**config.mk**
```make
export PLATFORM = sky130hd
export DESIGN_NAME = mips_pipe_skid_reg_flat
export DESIGN_NICKNAME = d
export VERILOG_FILES = /design/src/rtl/mips_pipe_skid_reg_if.sv /design/src/rtl/mips_pipe_skid_reg.sv /design/src/flat_wrapper.sv
export SDC_FILE = /design/constraint.sdc
export NUM_CORES = 1
export LEC_CHECK = 0
export ABC_AREA = 0
export BUFFER_PORTS_ARGS = -buffer_cell sky130_fd_sc_hd__buf_2
export CAP_MARGIN = 20
export CORE_UTILIZATION = 54
export DETAILED_ROUTE_END_ITERATION = 10
export GPL_TIMING_DRIVEN = 0
export HOLD_SLACK_MARGIN = 0.03
export PLACE_DENSITY_LB_ADDON = 0.12
export SLEW_MARGIN = 20
export SYNTH_ARGS = -nofsm -noshare
export SYNTH_HDL_FRONTEND = slang
export SYNTH_SLANG_ARGS = --single-unit
```
**constraint.sdc**
```tcl
create_clock -name ClockPulse -period 2.1 [get_ports ClockPulse]
set_clock_uncertainty 0.15 [all_clocks]
set_input_delay 0.105 -clock ClockPulse [delete_from_list [all_inputs] [get_ports ClockPulse]]
set_output_delay 0.105 -clock ClockPulse [all_outputs]
set_load 0.05 [all_outputs]
```
**src/rtl/mips_pipe_skid_reg_if.sv**
```systemverilog
// Handshaked payload bus between two MIPS pipeline stages (upstream In*, downstream Out*).
// The slave modport is the pipeline register's view; master is the surrounding stages' view.
interface mips_pipe_skid_reg_if #(
  parameter int unsigned DATA_WIDTH = 64,
  parameter int unsigned PC_WIDTH   = 32
);
  logic                  InValid;
  logic                  InReady;
  logic [DATA_WIDTH-1:0] InData;
  logic [PC_WIDTH-1:0]   InPc;
  logic                  InHit;
  logic                  OutValid;
  logic                  OutReady;
  logic [DATA_WIDTH-1:0] OutData;
  logic [PC_WIDTH-1:0]   OutPc;
  logic                  OutHit;

  modport slave (
    input  InValid, InData, InPc, InHit, OutReady,
    output InReady, OutValid, OutData, OutPc, OutHit
  );

  modport master (
    output InValid, InData, InPc, InHit, OutReady,
    input  InReady, OutValid, OutData, OutPc, OutHit
  );
endinterface

```
**src/rtl/mips_pipe_skid_reg.sv**
```systemverilog
// Two-entry skid pipeline register with valid/ready flow control, flush to NOP bubble
// and a saturating back-pressure cycle counter.
module mips_pipe_skid_reg #(
  parameter int unsigned DATA_WIDTH      = 64,
  parameter int unsigned PC_WIDTH        = 32,
  parameter int unsigned STALL_CNT_WIDTH = 16
) (
  input  logic                       ClockPulse,
  input  logic                       Reset,
  input  logic                       Flush,
  mips_pipe_skid_reg_if.slave        bus,
  output logic [1:0]                 Occupancy,
  output logic [STALL_CNT_WIDTH-1:0] StallCount
);

  localparam int unsigned PayloadWidth = DATA_WIDTH + PC_WIDTH + 1;

  typedef enum logic [1:0] {StEmpty, StOne, StFull} state_e;

  state_e                     state_q;
  logic [PayloadWidth-1:0]    main_q;
  logic [PayloadWidth-1:0]    skid_q;
  logic [PayloadWidth-1:0]    in_payload;
  logic                       out_valid_q;
  logic                       in_ready_q;
  logic [STALL_CNT_WIDTH-1:0] stall_q;
  logic                       in_fire;
  logic                       out_fire;

  assign in_payload = {bus.InData, bus.InPc, bus.InHit};
  assign in_fire    = bus.InValid & in_ready_q;
  assign out_fire   = out_valid_q & bus.OutReady;

  always_ff @(posedge ClockPulse) begin
    if (Reset) begin
      state_q     <= StEmpty;
      main_q      <= '0;
      skid_q      <= '0;
      out_valid_q <= 1'b0;
      in_ready_q  <= 1'b1;
      stall_q     <= '0;
    end else begin
      // Counts independently of Flush so squashes do not hide back-pressure history.
      if (out_valid_q && !bus.OutReady && (stall_q != '1)) begin
        stall_q <= stall_q + STALL_CNT_WIDTH'(1);
      end
      if (Flush) begin
        state_q     <= StEmpty;
        main_q      <= '0;
        skid_q      <= '0;
        out_valid_q <= 1'b0;
        in_ready_q  <= 1'b1;
      end else begin
        unique case (state_q)
          StEmpty: begin
            if (in_fire) begin
              state_q     <= StOne;
              main_q      <= in_payload;
              out_valid_q <= 1'b1;
            end
          end
          StOne: begin
            if (in_fire && out_fire) begin
              main_q <= in_payload;
            end else if (in_fire) begin
              state_q    <= StFull;
              skid_q     <= in_payload;
              in_ready_q <= 1'b0;
            end else if (out_fire) begin
              state_q     <= StEmpty;
              out_valid_q <= 1'b0;
            end
          end
          StFull: begin
            if (out_fire) begin
              state_q    <= StOne;
              main_q     <= skid_q;
              in_ready_q <= 1'b1;
            end
          end
          default: begin
            state_q     <= StEmpty;
            out_valid_q <= 1'b0;
            in_ready_q  <= 1'b1;
          end
        endcase
      end
    end
  end

  assign bus.OutValid = out_valid_q;
  assign bus.InReady  = in_ready_q;
  // Stale main contents are masked so an idle stage always sees a NOP bubble.
  assign {bus.OutData, bus.OutPc, bus.OutHit} = out_valid_q ? main_q : '0;
  assign StallCount = stall_q;

  always_comb begin
    Occupancy = 2'd0;
    unique case (state_q)
      StEmpty: Occupancy = 2'd0;
      StOne:   Occupancy = 2'd1;
      StFull:  Occupancy = 2'd2;
      default: Occupancy = 2'd0;
    endcase
  end

endmodule

```
**src/flat_wrapper.sv**
```systemverilog
// flat-port wrapper written by rule: the top's interface ports become plain ports
module mips_pipe_skid_reg_flat 
#(
  parameter int unsigned DATA_WIDTH      = 64,
  parameter int unsigned PC_WIDTH        = 32,
  parameter int unsigned STALL_CNT_WIDTH = 16
)
  (ClockPulse, Reset, Flush, Occupancy, StallCount, bus_InValid, bus_InData, bus_InPc, bus_InHit, bus_OutReady, bus_InReady, bus_OutValid, bus_OutData, bus_OutPc, bus_OutHit);
  mips_pipe_skid_reg_if #(.DATA_WIDTH(DATA_WIDTH), .PC_WIDTH(PC_WIDTH)) bus_i ();
  input  logic ClockPulse;
  input  logic Reset;
  input  logic Flush;
  output logic [1:0] Occupancy;
  output logic [STALL_CNT_WIDTH-1:0] StallCount;
  input wire logic [$bits(bus_i.InValid)-1:0] bus_InValid;
  input wire logic [$bits(bus_i.InData)-1:0] bus_InData;
  input wire logic [$bits(bus_i.InPc)-1:0] bus_InPc;
  input wire logic [$bits(bus_i.InHit)-1:0] bus_InHit;
  input wire logic [$bits(bus_i.OutReady)-1:0] bus_OutReady;
  output wire logic [$bits(bus_i.InReady)-1:0] bus_InReady;
  output wire logic [$bits(bus_i.OutValid)-1:0] bus_OutValid;
  output wire logic [$bits(bus_i.OutData)-1:0] bus_OutData;
  output wire logic [$bits(bus_i.OutPc)-1:0] bus_OutPc;
  output wire logic [$bits(bus_i.OutHit)-1:0] bus_OutHit;
  assign bus_i.InValid = bus_InValid;
  assign bus_i.InData = bus_InData;
  assign bus_i.InPc = bus_InPc;
  assign bus_i.InHit = bus_InHit;
  assign bus_i.OutReady = bus_OutReady;
  assign bus_InReady = bus_i.InReady;
  assign bus_OutValid = bus_i.OutValid;
  assign bus_OutData = bus_i.OutData;
  assign bus_OutPc = bus_i.OutPc;
  assign bus_OutHit = bus_i.OutHit;
  mips_pipe_skid_reg #(.DATA_WIDTH(DATA_WIDTH), .PC_WIDTH(PC_WIDTH), .STALL_CNT_WIDTH(STALL_CNT_WIDTH)) u_core (.ClockPulse(ClockPulse), .Reset(Reset), .Flush(Flush), .bus(bus_i), .Occupancy(Occupancy), .StallCount(StallCount));
endmodule
```
==> flow_summary_export.csv <==
group,metric,value,unit
floorplan,ios,219,
layout,design_area,12600,sq um
sta,timing.hold.ws,0.249,ns
synth,muxShareOfSynthArea,0.587,%
synth,synth-edff-count,0,
synth,syn-cell-area,9160,sq um
grt,grt_pass1_vias,8712,
setup_path,max_stage_delay,0.37,ns
setup_path,worstSetupEndpointType,"output pin",
routing,drt-initial-drc-count,611,
synth,synth_nets,1296,
worst_hold_path,hold_class,"input port to flop",
place,place_area,10500,sq um
power,cellPowerDensity,760,nW/um^2
setup_path,crit_path_top_delay_cell,"dfxtp_4",
layout,stdcell_count,1775,
synth,synth_xor_area_share,0.0956,%
grt,antenna_found_initial,0,
grt,grt_usage,30.3,%
routing,ant_nets,0,
grt,grt_overflow,0,
synth,synth.ff_latch_count,214,
floorplan,row_count,47,
cts,cts_root_buf,"clkbuf_16",
routing,routed_wl,27100,um
sta,rsz0062_at_grt,"false",
power,p_leak,0.00527,uW
synth,async_reset_ff_share,0,%
place,place.gp.congestion,0.819,
sta,max-slew-margin-rel,56.3,%
layout,final_net_count,1641,
synth,synth_area_leaders,"dfxtp_1, nand2_1, a311oi_1",
synth,synth_top_area_share,46.8,%
synth,seq_area_frac_synth,46.8,%
sta,slew_violations,0,
setup_path,cp_data_required_time,1.85,ns
synth,ys.flop_type,"dfxtp_1",
place,dp.cells,1631,
floorplan,initial_core_util,55.2,%
setup_path,crit_family,"buffers and inverters",
setup_path,cp_num_buf_inv,4,
setup_path,crit_type,"flop to output pin",
layout,area_delta_synth_final,37.1,%
synth,synth_top_family_by_area,"simple AND/OR/NAND/NOR gates",
status,status,"finished clean",
floorplan,die_y,132,um
power,ir_drop,555,uV
sta,hold_violations,0,
sta,period_share,97.0,%
routing,remaining_drc_errors,0,
setup_path,path_cells,"clkbuf_16 -> clkbuf_8 -> clkbuf_4 -> and2_1 -> buf_6",
grt,grt_max_degree,14,
power,total_power,9550,uW
grt,grt_pass1_wl,43200,um
cts,cts_tree,"built",
floorplan,die-width,132,um
synth,yosysWarnings,0,
place,post-dp-hpwl,17300,um
layout,antennaDiodeCount,0,
synth,netlist_top_cells_count,"nand2_1, dfxtp_1, a21oi_1, nor2_1, and2_1",
layout,fill_cells,1326,
place,port_buffers,218,
sta,fmax,491,MHz
setup_path,worstPathMaxFanout,10,
routing,wire_per_inst,15.3,um
routing,via_per_inst,5.35,
synth,synth_compound_area_share,16.8,%
floorplan,coreArea,16600,sq um
setup_path,cp.arrival,1.78,ns
synth,yosys.area.top_type,"dfxtp_1",
sta,tns,0,ns
cts,clk_latency,0.50,ns
routing,num_vias,9500,
cts,clock_sinks,214,
synth,synth_cells,1193,
synth,yosysMostFrequentCell,"nand2_1",
synth,yosys.area_share.simple,30.3,%
layout,drive_above_1_share,22.3,%
cts,clk_pin_slew,0.06,ns
cts,htreeDepth,1,
setup_path,critPathLaunchType,"flop",
sta,finalSetupViolCount,0,
cts,numCtsBuffers,23,
run,cap_violations,0,
sta,worstMarginPinSlew,0.655,ns
synth,synthAdderAreaFrac,0.137,%
routing,first_pass_iters,7,
synth,avgSynthCellArea,7.68,sq um
synth,synth_cell_types,40,
floorplan,die_area,17500,sq um
sta,fin_crit,2.04,ns
cts,clock_path_buffers,3,
## report_power, final
group | switching [uW] | internal, uW | total [uW] | leakage (uW)
Sequential | 57.6 | 4170 | 4230 | 0.00174
Combinational | 628 | 426 | 1050 | 0.00312
Clock | 1640 | 2630 | 4260 | 0.000407
## state kept, by name, summed over array words and instances, names as in the netlist
register and count:
u_core.StallCount 16, u_core.bus.InReady 1, u_core.bus.OutValid 1, u_core.skid_q 97, u_core.state_q 2, u_core.main_q 97
## timing repair
item,4_1_cts,5_1_grt
hold buffers,100,0
endpoints found under the hold margin,202,0
endpoints found under the setup margin,163,122
buffers inserted,0,2
gates resized for setup,34,41
gates cloned,0,0
## cell families (layout without fill, tap and decap cells)
family	count (synthesis)	in the layout
XOR/XNOR	1	1
flip-flops	214	214
multiplexers	5	5
AND/OR/NAND/NOR	643	643
AO/OA/AOI/OAI	224	224
adder cells (fa/ha/maj)	1	1
buffers and inverters	105	467
## final timing paths
| path | start | end | slack (ns) | cells past startpoint |
|---|---|---|---|---|
| worst max register to register | u_core.bus.OutValid | u_core.main_q[40] | 0.09 | 6 |
| worst min-delay path | bus_InData[9] | u_core.skid_q[42] | 0.25 | 4 |
| worst max-delay path | u_core.bus.OutValid | bus_OutData[62] | 0.06 | 5 |
| worst min register to register | u_core.skid_q[80] | u_core.skid_q[80] | 0.30 | 2 |
## worst min-delay path, cell delays in order
cell           delay, ns
dlygate4sd3_1       0.53
buf_2               0.13
nand2_1             0.05
a21oi_1             0.05
## cells in the final DEF, fill, tap and decap left out, types with 2 or more instances in the layout
| cell | count |
|---|---|
| a21oi_1 | 111 |
| a311oi_1 | 97 |
| and2_1 | 98 |
| and2_4 | 2 |
| buf_1 | 2 |
| buf_2 | 229 |
| buf_4 | 24 |
| buf_6 | 7 |
| bufinv_16 | 3 |
| clkbuf_1 | 42 |
| clkbuf_16 | 24 |
| clkbuf_2 | 12 |
| clkbuf_4 | 5 |
| clkbuf_8 | 9 |
| clkinv_2 | 6 |
| dfxtp_1 | 201 |
| dfxtp_2 | 11 |
| dfxtp_4 | 2 |
| dlygate4sd3_1 | 100 |
| inv_1 | 2 |
| inv_6 | 2 |
| mux2_2 | 2 |
| mux2i_1 | 2 |
| nand2_1 | 396 |
| nand2b_1 | 3 |
| nand3_1 | 4 |
| nand4_1 | 4 |
| nor2_1 | 105 |
| nor2b_1 | 5 |
| nor3_1 | 3 |
| nor4_1 | 3 |
| o21ai_0 | 4 |
| o21bai_1 | 2 |
| o31ai_1 | 6 |
| or3_1 | 5 |
| or4_1 | 5 |
## layer usage
metal | GRT usage (%) | wire (um) | vias up
met5 | 0 | 0 | -
met4 | 11.4 | 767 | 0
met3 | 4.04 | 1710 | 62
met2 | 51.4 | 13200 | 369
met1 | 39.4 | 11500 | 4367
li1 | - | - | 4702
## metrics by stage
step / utilization [%] / worst slack, ns
after floorplan: - / -0.0373
after global placement: 63.6 / -0.471
after detailed placement: 63.6 / -0.452
after CTS: 75.0 / 0.0120
after global routing: 75.7 / 0.00719
final: 75.7 / 0.0620
## final cells by class
type	instances	area, sq um	area share, %
multi-input combinational	874	4440	35.3
sequential	214	4310	34.3
timing repair buffer	320	2150	17.1
clock buffer	32	679	5.41
buffer	102	562	4.47
tap	220	275	2.19
clock inverter	10	129	1.03
inverter	3	16.3	0.130
No activity file was read; power rests on OpenSTA's default activity.
